<file path="src/rtl/vend_change_ctrl.sv">
// vend_change_ctrl: coin-operated vending controller with change return.
// Credit is held in 5-cent units. When credit reaches PRICE_UNITS, one item
// is released and any overpayment is returned greedily as dimes, then nickels.
// A cancel refunds the whole credit. A saturating counter tracks completed vends.
//
// Ports:
//   clk, rst    clock and synchronous active-high reset
//   coin_valid  one coin presented this cycle
//   coin_type   00 nickel (1), 01 dime (2), 10 quarter (5), 11 slug (invalid)
//   cancel      customer refund request (honoured in COLLECT only)
//   coin_ready  controller accepts coins this cycle (state == COLLECT)
//   vend        one-cycle item-release pulse
//   dime_out    return one dime this cycle
//   nickel_out  return one nickel this cycle
//   reject      registered pulse: previous cycle's coin was not accepted
//   credit      current credit in units (post-edge value)
//   sales       completed vends, saturating at all-ones
module vend_change_ctrl #(
  parameter int unsigned PRICE_UNITS = 3,
  parameter int unsigned CREDIT_W    = 4,
  parameter int unsigned CNT_W       = 8
) (
  input  logic                clk,
  input  logic                rst,
  input  logic                coin_valid,
  input  logic [1:0]          coin_type,
  input  logic                cancel,
  output logic                coin_ready,
  output logic                vend,
  output logic                dime_out,
  output logic                nickel_out,
  output logic                reject,
  output logic [CREDIT_W-1:0] credit,
  output logic [CNT_W-1:0]    sales
);

  localparam int unsigned SUM_W = CREDIT_W + 1;
  localparam logic [SUM_W-1:0] PRICE_SUM = SUM_W'(PRICE_UNITS);
  localparam logic [CNT_W-1:0] SALES_MAX = '1;

  typedef enum logic [1:0] {
    COLLECT = 2'd0,
    VEND    = 2'd1,
    CHANGE  = 2'd2
  } state_t;

  state_t           state;
  logic [SUM_W-1:0] coin_val;
  logic [SUM_W-1:0] sum;
  logic             coin_ok;

  // Coin value decode; slugs carry no value and are flagged as not ok.
  always_comb begin
    coin_val = '0;
    case (coin_type)
      2'b00:   coin_val = SUM_W'(1);
      2'b01:   coin_val = SUM_W'(2);
      2'b10:   coin_val = SUM_W'(5);
      default: coin_val = '0;
    endcase
  end

  assign coin_ok = coin_valid && (coin_type != 2'b11);
  // One extra bit so a quarter on top of the largest collect credit cannot wrap.
  assign sum     = SUM_W'(credit) + coin_val;

  // Outputs decoded from registered state and credit only.
  assign coin_ready = (state == COLLECT);
  assign vend       = (state == VEND);
  assign dime_out   = (state == CHANGE) && (credit >= CREDIT_W'(2));
  assign nickel_out = (state == CHANGE) && (credit <  CREDIT_W'(2));

  // Controller state, credit, sales counter and reject flag.
  always_ff @(posedge clk) begin
    if (rst) begin
      state  <= COLLECT;
      credit <= '0;
      sales  <= '0;
      reject <= 1'b0;
    end else begin
      // Any coin outside COLLECT, or a slug anywhere, is bounced next cycle.
      reject <= coin_valid && ((coin_type == 2'b11) || (state != COLLECT));

      case (state)
        COLLECT: begin
          if (coin_ok) begin
            if (sum >= PRICE_SUM) begin
              // Completing coin wins over a simultaneous cancel.
              credit <= CREDIT_W'(sum - PRICE_SUM);
              state  <= VEND;
            end else begin
              credit <= CREDIT_W'(sum);
              if (cancel) begin
                state <= CHANGE;
              end
            end
          end else if (cancel && (credit != '0)) begin
            state <= CHANGE;
          end
        end

        VEND: begin
          if (sales != SALES_MAX) begin
            sales <= sales + CNT_W'(1);
          end
          state <= (credit != '0) ? CHANGE : COLLECT;
        end

        CHANGE: begin
          // Greedy: dimes while at least two units remain, then one nickel.
          if (credit >= CREDIT_W'(2)) begin
            credit <= credit - CREDIT_W'(2);
            if (credit == CREDIT_W'(2)) begin
              state <= COLLECT;
            end
          end else begin
            credit <= '0;
            state  <= COLLECT;
          end
        end

        default: begin
          state  <= COLLECT;
          credit <= '0;
        end
      endcase
    end
  end

endmodule

</file>
<file path="config.mk">
export PLATFORM = sky130hd
export DESIGN_NAME = vend_change_ctrl
export DESIGN_NICKNAME = d
export VERILOG_FILES = /design/src/rtl/vend_change_ctrl.sv
export SDC_FILE = /design/constraint.sdc
export NUM_CORES = 1
export LEC_CHECK = 0
export ABC_CLOCK_PERIOD_IN_PS = 2200
export BUFFER_PORTS_ARGS = -buffer_cell sky130_fd_sc_hd__buf_2
export CORE_MARGIN = 2
export CORE_UTILIZATION = 45
export DETAILED_ROUTE_END_ITERATION = 10
export PLACE_DENSITY = 0.71
export SETUP_SLACK_MARGIN = 0.2
export SLEW_MARGIN = 30
export SYNTH_ARGS = -nofsm -noshare
export SYNTH_HDL_FRONTEND = slang
export SYNTH_SLANG_ARGS = --single-unit
export TNS_END_PERCENT = 30
</file>
<file path="constraint.sdc">
create_clock -name clk -period 2.2 [get_ports clk]
set_input_delay 0.22 -clock clk [delete_from_list [all_inputs] [get_ports clk]]
set_output_delay 0.22 -clock clk [all_outputs]
set_load 0.005 [all_outputs]
</file>
==> reports/metrics.cfg, run 1 <==
[setup_path]
crit_arrival_ns=2.31
rr_startpoint=credit[0]
path_cells=ha_4 > fa_1 > ha_2 > a21oi_2 > and2b_4 > and3b_2 > mux2i_1 > o22ai_1
crit_family=adder cells
cp_max_fo=4
startpoint=credit[0]
path_buf_inv=0
startpoint_type=flip-flop
cp.required_ns=2.37
slowest_stage=fa_1
critical_path.max_stage_delay_ns=0.48
cp-end-kind=flip-flop
path_class=flip-flop to flip-flop

[power_and_ir_drop]
ir_drop_mv=0.6411
power_switching_uw=540.7
power_frac_comb=0.572
p_int_uw=783.1
p_seq_frac=0.306
p_sw_frac=0.4084
p_leak_nw=0.5486
pwr-share-clk=0.122
p_per_area_nw_per_um2=1135

[clock_network]
h-tree-depth=1
numCtsBuffers=3
cts_buffer_depth=2
clk_pin_slew_worst_paths_ns=0.10
cts_sinks=15
insertion_delay_ns=0.29
cts_tree=done
cts-root-buf=clkbuf_4

[global_routing]
grt_use_total=0.1911
grt_pass1_vias=852
grt_max_degree=19
antenna_found_initial=0
overflow=0
grt_pass1_wl_um=3712

[yosys]
syn_nets=127
synthesis.area_um2=970.9
synth_area_leader_cell=dfxtp_1
avgSynthCellArea_um2=8.517
async_flop_share=0
yosysWarnings=0
synth_edf_count=0
yosysTopAreaCellShare=0.3093
synthCells=114
synth_seq_area_share=0.3093
yosys-top-cells-area=dfxtp_1 (31%), ha_1 (7.7%), nor2_1 (7.3%)
synth.top_cells.by_count=nor2_1 (19), dfxtp_1 (15), a21oi_1 (6), ha_1 (6)
synth_seq_cells=15
synth_flop_cell=dfxtp_1
synth.most_common_cell=nor2_1
synth_cell_type_count=40

[floorplanning]
fp.dieH_um=50.45
rows=16
fp.dieArea_um2=2545
die_x_um=50.45
fp.coreArea_um2=2002
io_pins=23
start_util=0.4850

[route]
drc_errors=0
wl_per_cell_um=13.34
drt_iter0_drc=16
drt-vias-per-instance=5.551
finalWirelength_um=2227
num_vias=927
drt_first_pass_iters=4
ant_nets=0

[placed_design]
numPortBuffers=22
place_area_um2=1122
place.gp.congestion=0.8176
hpwl_um=1668

[timing]
finalSetupViolations=0
rsz0062_at_grt=true
finalSetupTns_ns=0
tightest_slew_ns=0.4067
slew_headroom=0.7271
finClkSkew_ns=0.006324
fin_crit_sh=0.9739
hold_violations=0
slew_viol_final=0
max_freq_mhz=466.7
fin_crit_ns=2.143

[final_layout]
n_antenna_cell=0
nets=154
layout-drive-gt1-share=0.2857
fin_area_um2=1166
nFillCells=197
syn2layout_area_growth_pct=20.10

[flow_run]
max_cap_viol_count=0

[status]
status=complete, no violations

[min_path]
worstHoldStart=coin_valid
min_path_type=input port to flip-flop

stage by stage:
| stage | cells | hold WS, ns | total power, mW | setup WS (ns) | utilization |
|---|---|---|---|---|---|
| CTS | 167 | 0.1715 | 1.322 | 0.04109 | 0.5825 |
| finish | 167 | 0.1724 | 1.324 | 0.05736 | 0.5825 |
| global route | 167 | 0.1996 | 1.429 | -0.01986 | 0.5825 |
| floorplan | 114 | 0.3503 | 0.9950 | 0.07348 | - |
| global placement | 161 | 0.4697 | 1.109 | 0.05898 | 0.5606 |
| detailed placement | 161 | 0.4767 | 1.134 | -0.04700 | 0.5606 |
worst register-to-register path, delay by kind of cell (launching register included):
kind | cells | cell delay, ns
multiplexers | 1 | 0.20
AND/OR/NAND/NOR | 2 | 0.39
adder cells (fa/ha/maj) | 3 | 0.85
AO/OA/AOI/OAI | 2 | 0.21
flip-flops | 1 | 0.37
power by group through the flow:
stage          registers, mW  logic, mW  clock network, mW
2_1_floorplan          0.395      0.600                  0
3_3_place_gp           0.411      0.698                  0
3_5_place_dp           0.414      0.720                  0
4_1_cts                0.402      0.756              0.163
5_1_grt                0.416      0.841              0.173
6_report               0.405      0.757              0.161
flip-flops by register name, summed over array words and instances (netlist names):
| register | cells |
|---|---|
| credit | 4 |
| sales | 8 |
| reject | 1 |
| state | 2 |
final cells by class:
class                           instances  area, um^2  area share
Sequential cell                        15       304.0      0.2607
Multi-Input combinational cell         90       641.9      0.5504
Clock buffer                            3       22.52     0.01931
Inverter                                5       18.77     0.01609
Tap cell                               27       33.78     0.02897
Clock inverter                          1       5.005    0.004292
Timing Repair Buffer                   26       140.1      0.1202
layer usage:
metal | GRT usage | wire [um] | up-vias | share of wire
li1 | - | - | 459 | -
met1 | 0.2333 | 937 | 434 | 0.42
met2 | 0.3399 | 1129 | 34 | 0.51
met3 | 0.06250 | 159 | 0 | 0.071
met4 | 0.01351 | 0 | 0 | 0
met5 | 0 | 0 | - | 0
cells in the final DEF (no fill, tap or decap), types with 4 or more instances in the layout:
master / n
dfxtp_1: 14
buf_2: 22
xnor2_1: 4
inv_1: 5
buf_4: 4
ha_1: 4
a21oi_1: 5
xor2_1: 5
o21ai_0: 4
nor2_1: 19
path summary, 6_finish.rpt:
kind               endpoint  slack (ns)  depth (start not counted)
setup / recovery  credit[1]        0.06                          8
hold / removal       reject        0.17                          3
setup reg to reg  credit[1]        0.06                          8
hold reg to reg    sales[1]        0.56                          2
cell families (layout without fill, tap and decap cells):
kind of cell             after synthesis  after routing  synth area share
AND/OR/NAND/NOR                       43             43            0.2345
buffers and inverters                  9             35           0.05026
XOR/XNOR                              10             10           0.09794
AO/OA/AOI/OAI                         28             28            0.1894
adder cells (fa/ha/maj)                7              7           0.09794
flip-flops                            15             15            0.3093
multiplexers                           2              2           0.02062
what timing repair did:
item / CTS / global route
buffers inserted: 2 / 0
pin swaps: 2 / 5
resized for setup: 1 / 1
hold buffers: 0 / 0
endpoints found under the setup margin: 4 / 4
(Power assumes the default switching activity.)
==> inputs of run 2 (changes only) <==
- CORE_UTILIZATION: 45 -> 47
- PLACE_DENSITY: 0.71 -> 0.74
==> run 2 against run 1 <==
Against the previous run: via count fell by 4.1%; non-clock buffer count decreased by 1; hold slack better by 0.014 ns; first-iteration DRC count down 63%; sequential power barely moved; largest cell class unchanged.
==> reports/metrics.cfg, run 2 (same netlist as run 1, synthesis figures left out) <==
[status]
status=complete, no violations

[global_routing]
grt_use_total=0.1950
overflow=0
antenna_found_initial=0
grt_pass1_wl_um=3712
grt_pass1_vias=847
grt_max_degree=19

[power_and_ir_drop]
ir_drop_mv=0.6176
p_leak_nw=0.5438
p_per_area_nw_per_um2=1126

[route]
drt_first_pass_iters=4
wl_per_cell_um=12.73
num_vias=889
ant_nets=0
drt_iter0_drc=6
drt-vias-per-instance=5.355
finalWirelength_um=2113
drc_errors=0

[min_path]
min_path_type=input port to flip-flop

[placed_design]
dp.cells=161
place.gp.congestion=0.8466
place_area_um2=1122
hpwl_um=1654
numPortBuffers=22
post-place-ws_ns=-0.01365

[final_layout]
regArea_um2=304.0
mostFrequentLayoutCells=buf_2 (22), nor2_1 (19), dfxtp_1 (14)
syn2layout_area_growth_pct=19.33
largest_reg_flops=8
largestRegisters=sales: 8 flops, credit: 4 flops, state: 2 flops
fin_area_um2=1159
nets=153
fin_cells=166
layout-drive-gt1-share=0.2806
nFillCells=199
largest_register=sales
n_antenna_cell=0
fin_util=0.5906
final_common_cell=buf_2
multi_input_area_um2=641.9

[clock_network]
numCtsBuffers=3
clk_pin_slew_worst_paths_ns=0.10
insertion_delay_ns=0.29
cts-root-buf=clkbuf_4
cts_buffer_depth=2
cts_tree=done
cts_sinks=15
h-tree-depth=1
cts_hold_buf=0

[setup_path]
cp-end-kind=flip-flop
path_buf_inv=0
cp.required_ns=2.38
cp_max_fo=4
startpoint_type=flip-flop
path_cells=ha_4 > fa_1 > ha_2 > a21oi_2 > and2b_4 > and3b_2 > mux2i_1 > o22ai_1
critical_path.max_stage_delay_ns=0.47
crit_arrival_ns=2.28
crit_family=adder cells
path_class=flip-flop to flip-flop
slowest_stage=fa_1

[timing]
slew_viol_final=0
finalSetupTns_ns=0
hold_violations=0
tightest_slew_ns=0.4193
slew_headroom=0.7186
setup_ws_ns=0.09566
fin_crit_ns=2.104
finClkSkew_ns=0.01357
fin_crit_sh=0.9565
max_freq_mhz=475.2
rsz0062_at_grt=true
finalSetupViolations=0

[floorplanning]
fp.dieArea_um2=2445
io_pins=23
fp.dieH_um=49.45
die_x_um=49.45
start_util=0.4949
fp.coreArea_um2=1962
rows=16

[flow_run]
max_cap_viol_count=0

run 2: worst paths after layout:
kind,from,end,slack [ns],depth (start not counted)
worst max-delay path,credit[0],credit[1],0.1,8
worst min-delay path,coin_valid,reject,0.19,3
worst max register to register,credit[0],credit[1],0.1,8
worst min register to register,sales[7],sales[7],0.55,2
run 2: worst register-to-register path, delay by kind of cell (launching register included):
kind                     cells  cell delay, ns
flip-flops                   1            0.37
AND/OR/NAND/NOR              2            0.40
multiplexers                 1            0.19
adder cells (fa/ha/maj)      3            0.84
AO/OA/AOI/OAI                2            0.19
run 2: report_power, final:
group	internal, mW	switching [mW]	total (mW)	leakage, nW
sequential	0.325	0.0775	0.402	0.122
clock	0.0674	0.0923	0.160	0.0177
combinational	0.379	0.363	0.742	0.404
total	0.771	0.533	1.30	0.544
run 2: final cells by class:
class / instances / share of cell area
multi-input combinational: 90 / 0.5540
sequential: 15 / 0.2624
timing repair buffer: 25 / 0.1145
tap: 27 / 0.02916
clock buffer: 3 / 0.01944
inverter: 5 / 0.01620
clock inverter: 1 / 0.004320
run 2: metrics by stage:
| step | hold slack (ns) | total power, mW |
|---|---|---|
| floorplan | 0.3503 | 0.9950 |
| global placement | 0.4705 | 1.109 |
| detailed placement | 0.4802 | 1.132 |
| CTS | 0.1772 | 1.312 |
| global route | 0.1920 | 1.428 |
| finish | 0.1866 | 1.304 |
run 2: what timing repair did:
| item | CTS | global route |
|---|---|---|
| setup endpoints to repair | 4 | 4 |
| buffers inserted | 1 | 0 |
| pin swaps | 1 | 0 |
| gates resized for setup | 1 | 1 |
run 2: metal layers:
layer  routed length [um]  global-route usage
met1                  966              0.2505
met3                  102             0.04545
met2                 1029              0.3333
met4                   14             0.04167
met5                    0                   0
